[src/rtl/lsu_arb_pkg.sv]
// Shared types and constants for the two-requester LSU arbiter.
package lsu_arb_pkg;

    localparam int unsigned XLEN       = 32;
    localparam int unsigned F3_W       = 3;
    localparam int unsigned RD_LAT_MAX = 3;
    localparam int unsigned CNT_W      = $clog2(RD_LAT_MAX + 1);

    typedef enum logic [1:0] {
        IDLE  = 2'd0,
        ISSUE = 2'd1,
        WAIT  = 2'd2
    } state_e;

    // Requester index: 0 = core, 1 = DMA/debug.
    typedef logic req_idx_t;

    typedef struct packed {
        logic            wren;
        logic [XLEN-1:0] addr;
        logic [XLEN-1:0] wdata;
        logic [F3_W-1:0] funct3;
    } lsu_cmd_t;

endpackage

[src/rtl/rr_arbiter_2.sv]
// Two-way round-robin pick: on a tie, the requester not granted last wins.
module rr_arbiter_2
    import lsu_arb_pkg::*;
(
    input  logic       req0_i,
    input  logic       req1_i,
    input  req_idx_t   last_i,
    output logic [1:0] gnt_c_o
);

    always_comb begin
        gnt_c_o = 2'b00;
        if (req0_i && req1_i) begin
            gnt_c_o = (last_i == 1'b0) ? 2'b10 : 2'b01;
        end else if (req0_i) begin
            gnt_c_o = 2'b01;
        end else if (req1_i) begin
            gnt_c_o = 2'b10;
        end
    end

endmodule

[src/rtl/lsu_arbiter.sv]
// Arbitrates a core and a DMA/debug port onto one LSU command channel,
// one transaction at a time, and routes load data back to its owner.
module lsu_arbiter
    import lsu_arb_pkg::*;
#(
    parameter int unsigned RD_LAT = 1
) (
    input  logic            i_clk,
    input  logic            i_rst,

    input  logic            i_m0_req,
    input  logic            i_m0_wren,
    input  logic [XLEN-1:0] i_m0_addr,
    input  logic [XLEN-1:0] i_m0_wdata,
    input  logic [F3_W-1:0] i_m0_funct3,
    output logic            o_m0_gnt,
    output logic            o_m0_rvalid,
    output logic [XLEN-1:0] o_m0_rdata,

    input  logic            i_m1_req,
    input  logic            i_m1_wren,
    input  logic [XLEN-1:0] i_m1_addr,
    input  logic [XLEN-1:0] i_m1_wdata,
    input  logic [F3_W-1:0] i_m1_funct3,
    output logic            o_m1_gnt,
    output logic            o_m1_rvalid,
    output logic [XLEN-1:0] o_m1_rdata,

    output logic [XLEN-1:0] o_lsu_addr,
    output logic [XLEN-1:0] o_st_data,
    output logic            o_lsu_wren,
    output logic [F3_W-1:0] o_funct3,
    input  logic [XLEN-1:0] i_ld_data
);

    state_e          state_q, state_d;
    logic [CNT_W-1:0] cnt_q, cnt_d;
    req_idx_t        last_q, last_d;
    req_idx_t        owner_q, owner_d;
    lsu_cmd_t        cmd_q, cmd_d;
    logic [1:0]      rvalid_q, rvalid_d;
    logic [XLEN-1:0] rdata0_q, rdata0_d;
    logic [XLEN-1:0] rdata1_q, rdata1_d;

    logic [1:0]      rr_gnt_c;
    logic [1:0]      gnt_c;
    logic            sample_c;
    lsu_cmd_t        m0_cmd_c, m1_cmd_c;

    assign m0_cmd_c = '{wren: i_m0_wren, addr: i_m0_addr, wdata: i_m0_wdata, funct3: i_m0_funct3};
    assign m1_cmd_c = '{wren: i_m1_wren, addr: i_m1_addr, wdata: i_m1_wdata, funct3: i_m1_funct3};

    rr_arbiter_2 u_rr (
        .req0_i  (i_m0_req),
        .req1_i  (i_m1_req),
        .last_i  (last_q),
        .gnt_c_o (rr_gnt_c)
    );

    // Next-state, grant and load-capture logic.
    always_comb begin
        state_d  = state_q;
        cnt_d    = cnt_q;
        last_d   = last_q;
        owner_d  = owner_q;
        cmd_d    = cmd_q;
        rvalid_d = 2'b00;
        rdata0_d = rdata0_q;
        rdata1_d = rdata1_q;
        gnt_c    = 2'b00;
        sample_c = 1'b0;

        case (state_q)
            IDLE: begin
                if (i_rst && (rr_gnt_c != 2'b00)) begin
                    gnt_c   = rr_gnt_c;
                    owner_d = rr_gnt_c[1];
                    last_d  = rr_gnt_c[1];
                    cmd_d   = rr_gnt_c[1] ? m1_cmd_c : m0_cmd_c;
                    state_d = ISSUE;
                end
            end
            ISSUE: begin
                if (cmd_q.wren) begin
                    state_d = IDLE;
                end else if (RD_LAT == 0) begin
                    sample_c = 1'b1;
                    state_d  = IDLE;
                end else begin
                    cnt_d   = CNT_W'(RD_LAT);
                    state_d = WAIT;
                end
            end
            WAIT: begin
                cnt_d = cnt_q - CNT_W'(1);
                if (cnt_q == CNT_W'(1)) begin
                    sample_c = 1'b1;
                    cnt_d    = '0;
                    state_d  = IDLE;
                end
            end
            default: begin
                state_d = IDLE;
            end
        endcase

        // Load data lands in the owner's register; the other port keeps its value.
        if (sample_c) begin
            rvalid_d[owner_q] = 1'b1;
            if (owner_q == 1'b1) begin
                rdata1_d = i_ld_data;
            end else begin
                rdata0_d = i_ld_data;
            end
        end
    end

    // Pointer resets to 1 so requester 0 wins the first tie.
    always_ff @(posedge i_clk) begin
        if (!i_rst) begin
            state_q  <= IDLE;
            cnt_q    <= '0;
            last_q   <= 1'b1;
            owner_q  <= 1'b0;
            cmd_q    <= '0;
            rvalid_q <= 2'b00;
            rdata0_q <= '0;
            rdata1_q <= '0;
        end else begin
            state_q  <= state_d;
            cnt_q    <= cnt_d;
            last_q   <= last_d;
            owner_q  <= owner_d;
            cmd_q    <= cmd_d;
            rvalid_q <= rvalid_d;
            rdata0_q <= rdata0_d;
            rdata1_q <= rdata1_d;
        end
    end

    assign o_m0_gnt    = gnt_c[0];
    assign o_m1_gnt    = gnt_c[1];
    assign o_m0_rvalid = rvalid_q[0];
    assign o_m1_rvalid = rvalid_q[1];
    assign o_m0_rdata  = rdata0_q;
    assign o_m1_rdata  = rdata1_q;

    assign o_lsu_addr  = cmd_q.addr;
    assign o_st_data   = cmd_q.wdata;
    assign o_funct3    = cmd_q.funct3;
    assign o_lsu_wren  = i_rst && (state_q == ISSUE) && cmd_q.wren;

endmodule

[config.mk]
export PLATFORM = sky130hd
export DESIGN_NAME = lsu_arbiter
export DESIGN_NICKNAME = d
export VERILOG_FILES = /design/src/rtl/lsu_arb_pkg.sv /design/src/rtl/rr_arbiter_2.sv /design/src/rtl/lsu_arbiter.sv
export SDC_FILE = /design/constraint.sdc
export NUM_CORES = 1
export LEC_CHECK = 0
export CAP_MARGIN = 20
export CORE_MARGIN = 8
export CORE_UTILIZATION = 40
export DETAILED_ROUTE_END_ITERATION = 12
export MAX_ROUTING_LAYER = met4
export PLACE_DENSITY = 0.8
export SLEW_MARGIN = 40
export SYNTH_ARGS = -nofsm -noshare
export SYNTH_HDL_FRONTEND = slang
export SYNTH_SLANG_ARGS = --single-unit
[constraint.sdc]
create_clock -name i_clk -period 3.9 [get_ports i_clk]
set_clock_uncertainty 0.15 [all_clocks]
set_input_delay 1.17 -clock i_clk [delete_from_list [all_inputs] [get_ports i_clk]]
set_output_delay 1.17 -clock i_clk [all_outputs]
set_load 0.03 [all_outputs]
# Word level (Yosys, flattened, before mapping)
# Index checks and enable logic that the tools add are counted.
[word_totals] ff_bits=140 wordCells=53
[classes] add_sub_neg=1 n_lt_le_gt_ge=2 n_eq_ne=6 n_mux=18 bitwise_logic=1 n_reduce_logical=14
[ops] operator="2-to-1 mux 68 bit" count=1
[ops] operator="2-to-1 mux 2 bit" count=11
[ops] operator="AND reduction 2 bit" count=6
[ops] operator="!= test 2 bit, second input constant" count=3
[ops] operator="case mux 2 bit (3 select lines)" count=1
[ops] operator="logical AND 1 bit" count=5
[ops] operator="== test 2 x 1 -> 1 bit, second input constant" count=2
[ops] operator="case mux 2 bit (2 select lines)" count=1
[ops] operator="nonzero test 2 bit" count=2
[ops] operator="2-to-1 mux 1 bit" count=3
[ops] operator="== test 2 bit, second input constant" count=1
[ops] operator="zero test 2 bit" count=1
[ops] operator="< comparator 1 x 2 -> 1 bit, second input constant" count=1
[ops] operator="subtractor 2 x 1 -> 2 bit, second input constant" count=1
[ops] operator="demux 1 bit (select 1 bit)" count=1
[ops] operator=">= comparator 1 bit, second input constant" count=1
[ops] operator="NOT 1 bit" count=1

# Depth between registers and ports, before layout
# Gate-level depths: netlist of run 1.
[depth] word_depth=7 mapped_depth=7

# Hierarchy
# From an unflattened synthesis of run 1, not the netlist that was laid out.
[hier_totals] cells_unflattened=652 hier_area_um2=6082.1
[modules_own_cells] mod="lsu_arbiter" n_inst=1 cells_each=649 area_each_um2=6063.3 seq_area_each_um2=2802.7
[modules_own_cells] mod="rr_arbiter_2" n_inst=1 cells_each=3 area_each_um2=18.8 seq_area_each_um2=0.0

# Worst setup path before layout of run 1
# No wires, ideal clock.
[synth_path] path_kind="input-to-output" startpoint="in i_rst" endpoint="out o_lsu_wren" arrival_ps=2115 setup_slack_ps=465 stages=3 path_cell_list="inv_2 > clkbuf_1 > nor3_1"
[synth_between] elab_chain_len=2
[synth_lines] element="start: declaration" line_no="lsu_arbiter.sv:9" rtl="input logic i_rst,"
[synth_lines] element="logical AND 1 bit (2 in series)" line_no="lsu_arbiter.sv:151" rtl="assign o_lsu_wren = i_rst && (state_q == ISSUE) && cmd_q.wren;"
[synth_lines] element="end: declaration" line_no="lsu_arbiter.sv:31" rtl="output logic o_lsu_wren,"
# Every way passes these cells.

# Final worst setup path of run 1
# Ends and elaborated chain as after synthesis.

==> reports/qor.csv, run 1 <==
metric,value,unit
drt drc,0,
RePlAce Congestion,0.8205,
Power Internal,3.115,mW
number of DRC markers in iteration 0,305,
Synth warnings,0,
Yosys top cell by area,dfxtp_1,
H-Tree Depth,4,
DP Wirelength,14840,um
largest net degree at the start of global routing,82,
final worst slack,0.1066,ns
crit path kind,primary input to primary output,
post-synthesis sequential area ratio,0.4603,
Setup Buffers After CTS,0,
DR vias,6080,
drt pass-1 iters,4,
total CTS buffers,17,
IO Pins,308,
WL/cell,17.55,um
hold buffers post-CTS,0,
vias in the first global route,6058,
GR Util All Layers,0.2149,
Final Max Slew Viols,0,
layout cell share with drive strength beyond 1,0.05622,
die area,19420,um2
crit-path max FO,5,
worst skew pair latency,0.41,ns
Post-synth top cells,"nand2_1, dfxtp_1, a21oi_1",
clock power share,0.424,
Power Density,448.5,nW/um2
critical path capture point type,primary output,
Cell Rows,45,
Leak Pwr,3.348,nW
number of distinct library cells after synthesis,28,
"flops & latches, synth",140,
post-CTS sizing,0,
number of synthesized flops with an enable pin,0,
Starting Density,0.4050,
total power,4.235,mW
Fin. Hold Viols,0,
Die X,139.4,um
first-pass GRT wire length,32690,um
Placeable Area,15030,um2
startpoint types,primary input,
initial antenna violation count,1,
setup TNS,0,ns
Final ANT Viol Nets,0,
Via-to-Cell Ratio,5.131,
Mapped Area,6088,um2
ys flop type,dfxtp_1,
Area growth syn-to-layout,55.12,%
DIE HEIGHT,139.4,um
GRT Residual Overflow,0,
switching share of power,0.2645,
Fill cells,1301,
Switch Pwr,1.120,mW
status,"finished, final reports clean",
Total Routed Length,20790,um
slew margin rel.,0.5078,
RSZ-0062 raised after global routing,false,
TritonCTS clock tree,done,
fraction of registers with async set or reset after synthesis,0,
VDD IR-drop max,0.0002812,V
Post-Synthesis Cells,777,
Crit path arrival time,2.47,ns
CTS Sinks,140,
synth top area cells,"dfxtp_1, nand2_1, a21oi_1",
ratio of final minimum period to clock period,0.9727,
port buffer count,307,
share of power burned in registers,0.372,
nets,1156,
Tightest Pin Transition,0.7383,ns
combinational power share,0.204,
max-cap check violation count,0,
CTS Buffer Depth,2,
Synthesized Nets,950,
Hold Path Class,flop to flop,
clock transition at the registers of the reported paths,0.06,ns
Final Setup Violations,0,
Root Buffer,clkbuf_16,
"Min Clock Period, post-route",3.793,ns
top-count cell post-synth,nand2_1,
worst path required time,2.58,ns
share of the synthesized area in the top cell type,0.4603,
maximum clock frequency,263.6,MHz
post-place setup slack,0.09252,ns
syn avg cell area,7.836,um2
[layout make-up]
| cell class | count | area, um2 | share of cell area |
|---|---|---|---|
| diodes | 1 | 2.502 | 0.0002650 |
| clock buffers | 22 | 474.2 | 0.05021 |
| clock inverters | 10 | 186.4 | 0.01974 |
| inverters | 5 | 21.27 | 0.002252 |
| multi-input cells | 497 | 2494 | 0.2640 |
| flip-flops and latches | 140 | 2803 | 0.2968 |
| well taps | 188 | 235.2 | 0.02491 |
| repair buffers | 322 | 3228 | 0.3418 |
[layout by cell type, fill, tap and decap left out, types with 4 or more instances in the layout]
cell             instances
buf_12                   4
buf_4                   14
a21oi_1                134
nor2_1                   6
clkdlybuf4s50_1        304
bufinv_16                5
nand2_1                267
dfxtp_1                140
clkbuf_16               17
a311oi_1                68
[power groups by stage]
| stage | sequential, mW | clock (mW) | combinational [mW] |
|---|---|---|---|
| finish | 1.58 | 1.80 | 0.865 |
| global route | 1.59 | 1.89 | 0.928 |
| CTS | 1.58 | 1.83 | 0.870 |
| detailed placement | 1.60 | 0 | 0.867 |
| global placement | 1.60 | 0 | 0.859 |
| floorplan | 1.60 | 0 | 0.543 |
[logic make-up (layout without fill, tap and decap cells)]
logic type	Yosys count	after routing	share of synthesized area
AO/OA/AOI/OAI	211	211	0.2189
adder cells (fa/ha/maj)	1	1	0.002055
buffers and inverters	140	359	0.1338
flip-flops	140	140	0.4603
other	0	1	0
AND/OR/NAND/NOR	285	285	0.1850
[state kept, by name, indices dropped and copies added (netlist names)]
| signal | cells |
|---|---|
| o_lsu_addr | 32 |
| o_m0_rdata | 32 |
| o_m1_rdata | 32 |
| o_st_data | 32 |
| o_funct3 | 3 |
| cnt_q | 2 |
| rvalid_q | 2 |
| state_q | 2 |
| cmd_q | 1 |
| last_q | 1 |
| owner_q | 1 |
[worst max-delay path, cell delays in order]
cell and delay [ns]:
clkdlybuf4s50_1 0.55, buf_4 0.17, inv_4 0.03, nor3_1 0.37, buf_12 0.18
[path summary, 6_finish.rpt]
check | startpoint | to | slack [ns] | cells after the start
min | o_m1_rdata[24] | o_m1_rdata[24] | 0.30 | 2
max | i_rst | o_lsu_wren | 0.11 | 5
min reg2reg | o_m1_rdata[24] | o_m1_rdata[24] | 0.30 | 2
max reg2reg | state_q[1] | o_lsu_addr[2] | 1.84 | 4
[metrics by stage]
stage / std cells / hold WS (ns) / area (um2) / util
floorplan: 777 / 0.2882 / 6088 / -
global placement: 1151 / 0.2907 / 8761 / 0.5828
detailed placement: 1151 / 0.2957 / 8761 / 0.5828
CTS: 1183 / 0.3037 / 9422 / 0.6267
global route: 1185 / 0.3161 / 9444 / 0.6282
finish: 1185 / 0.3016 / 9444 / 0.6282
[metal layers]
| metal | wire [um] | global-route usage |
|---|---|---|
| met5 | 0 | - |
| met4 | 395 | 0.07915 |
| met3 | 1721 | 0.07285 |
| met2 | 10050 | 0.3479 |
| met1 | 8621 | 0.2427 |
Power figures use the tool's default switching activity.
==> run 2: changes to the inputs <==
- CORE_UTILIZATION: 40 -> 43
- PLACE_DENSITY: 0.8 -> 0.85
- SETUP_SLACK_MARGIN: unset -> 0.3
==> run 2 against run 1 <==
Sequential power is essentially flat. Power down 0.87%. First-iteration DRC count rose by 42%. Global-route usage rose by 1.1 points. Clock power down 3%. Setup slack improved by 0.38 ns. Final area about the same. Sequential share of layout area about the same. Highest routed layer unchanged.
==> reports/qor.csv, run 2 (synthesis gave the netlist of run 1 again) <==
metric,value,unit
GR Util All Layers,0.2258,
Die X,135.0,um
register area,2803,um2
Tightest Pin Transition,0.7325,ns
worst r2r src,state_q[1],
port buffer count,307,
drt drc,0,
number of DRC markers in iteration 0,432,
drt pass-1 iters,5,
dpl cell area,8763,um2
most frequent cells in the layout,"clkdlybuf4s50_1, nand2_1, dfxtp_1, a21oi_1, a311oi_1",
crit path to,o_m0_gnt,
max-cap check violation count,0,
Total Routed Length,20510,um
hold depth,2,
IO Pins,308,
slew margin rel.,0.5117,
Cell Rows,43,
Fill cells,1135,
FF-to-FF End,o_lsu_addr[26],
Fin. Hold Viols,0,
DP Wirelength,15010,um
DIE HEIGHT,135.0,um
Via-to-Cell Ratio,5.183,
WL/cell,17.41,um
R2R Setup Slk,1.81,ns
Final Max Slew Viols,0,
final hold slack,0.3034,ns
Power Density,444.7,nW/um2
largest net degree at the start of global routing,72,
setup TNS,0,ns
hold buffers post-CTS,0,
crit path kind,primary input to primary output,
layout cell share with drive strength beyond 1,0.06112,
DR vias,6105,
final worst slack,0.4817,ns
crit path from,i_rst,
initial antenna violation count,1,
die area,18220,um2
Starting Density,0.4386,
worst path required time,2.58,ns
Crit path arrival time,2.10,ns
multi-input logic area,2501,um2
"Min Clock Period, post-route",3.418,ns
crit-path max FO,4,
Leak Pwr,3.364,nW
RePlAce Congestion,0.8295,
diode count,0,
Area growth syn-to-layout,55.06,%
"commonest non-fill, non-tap cell in the layout",clkdlybuf4s50_1,
TritonCTS clock tree,done,
Final ANT Viol Nets,0,
total CTS buffers,17,
critical path capture point type,primary output,
first-pass GRT wire length,31800,um
VDD IR-drop max,0.0002602,V
startpoint types,primary input,
CTS Sinks,140,
nets,1158,
clock transition at the registers of the reported paths,0.05,ns
status,"finished, final reports clean",
Placeable Area,13880,um2
vias in the first global route,6083,
GRT Residual Overflow,0,
Worst R2R Path Depth,4,
H-Tree Depth,4,
design area,9440,um2
HP Start,o_m0_rdata[12],
CTS Buffer Depth,2,
ratio of final minimum period to clock period,0.8765,
RSZ-0062 raised after global routing,false,
Hold Path Class,flop to flop,
worst skew pair latency,0.41,ns
Root Buffer,clkbuf_16,
Final Setup Violations,0,
maximum clock frequency,292.5,MHz
post-place setup slack,0.1288,ns
run 2: cell types whose count changed in the layout (fill, tap and decap cells not counted), moves of 2 or more:
| cell | before | now |
|---|---|---|
| clkbuf_8 | 3 | 0 |
| clkdlybuf4s50_1 | 304 | 301 |
| clkinv_2 | 1 | 3 |
| clkbuf_1 | 2 | 0 |
| buf_4 | 14 | 16 |
| dlygate4sd2_1 | 0 | 2 |
run 2: worst min-delay path by stage:
stage	endpoint	slack, ns
4_1_cts	o_m1_rdata[27]	0.30
5_1_grt	o_m0_rdata[15]	0.32
2_1_floorplan	cnt_q[1]	0.29
3_3_place_gp	o_m1_rdata[30]	0.29
3_5_place_dp	o_m0_rdata[6]	0.30
6_report	o_m0_rdata[12]	0.30
run 2: what timing repair did:
action,4_1_cts,5_1_grt
endpoints found under the setup margin,3,2
setup buffers,0,3
resized for setup,4,1
pin swaps,2,2
hold endpoints to repair,0,0
run 2: metrics by stage:
stage	cells	utilization	power, mW
3_5_place_dp	1143	0.6313	2.473
5_1_grt	1178	0.6801	4.375
6_report	1178	0.6801	4.198
4_1_cts	1175	0.6783	4.230
2_1_floorplan	777	-	2.143
3_3_place_gp	1143	0.6313	2.462
run 2: report_power, final:
part	leakage, nW	switching, mW	internal, mW
sequential	1.14	0.0536	1.52
clock	0.305	0.621	1.13
combinational	1.92	0.459	0.410
total	3.36	1.13	3.06
run 2: cell type report:
class	count	share of cell area
clock buffers	17	0.04506
clock inverters	15	0.02346
inverters	5	0.002253
multi-input cells	497	0.2649
flip-flops and latches	140	0.2969
well taps	180	0.02386
repair buffers	324	0.3435
run 2: layer usage:
layer | track usage | up-vias | part of all wire
li1 | - | 3001 | -
met1 | 0.2456 | 2787 | 0.39
met2 | 0.3721 | 276 | 0.50
met3 | 0.07207 | 41 | 0.087
met4 | 0.09994 | 0 | 0.028
met5 | - | - | 0
run 2: worst max-delay path, stage by stage:
cell	delay, ns
dlygate4sd2_1	0.21
nor3b_4	0.28
nand2_1	0.14
nor2_1	0.12
buf_4	0.17
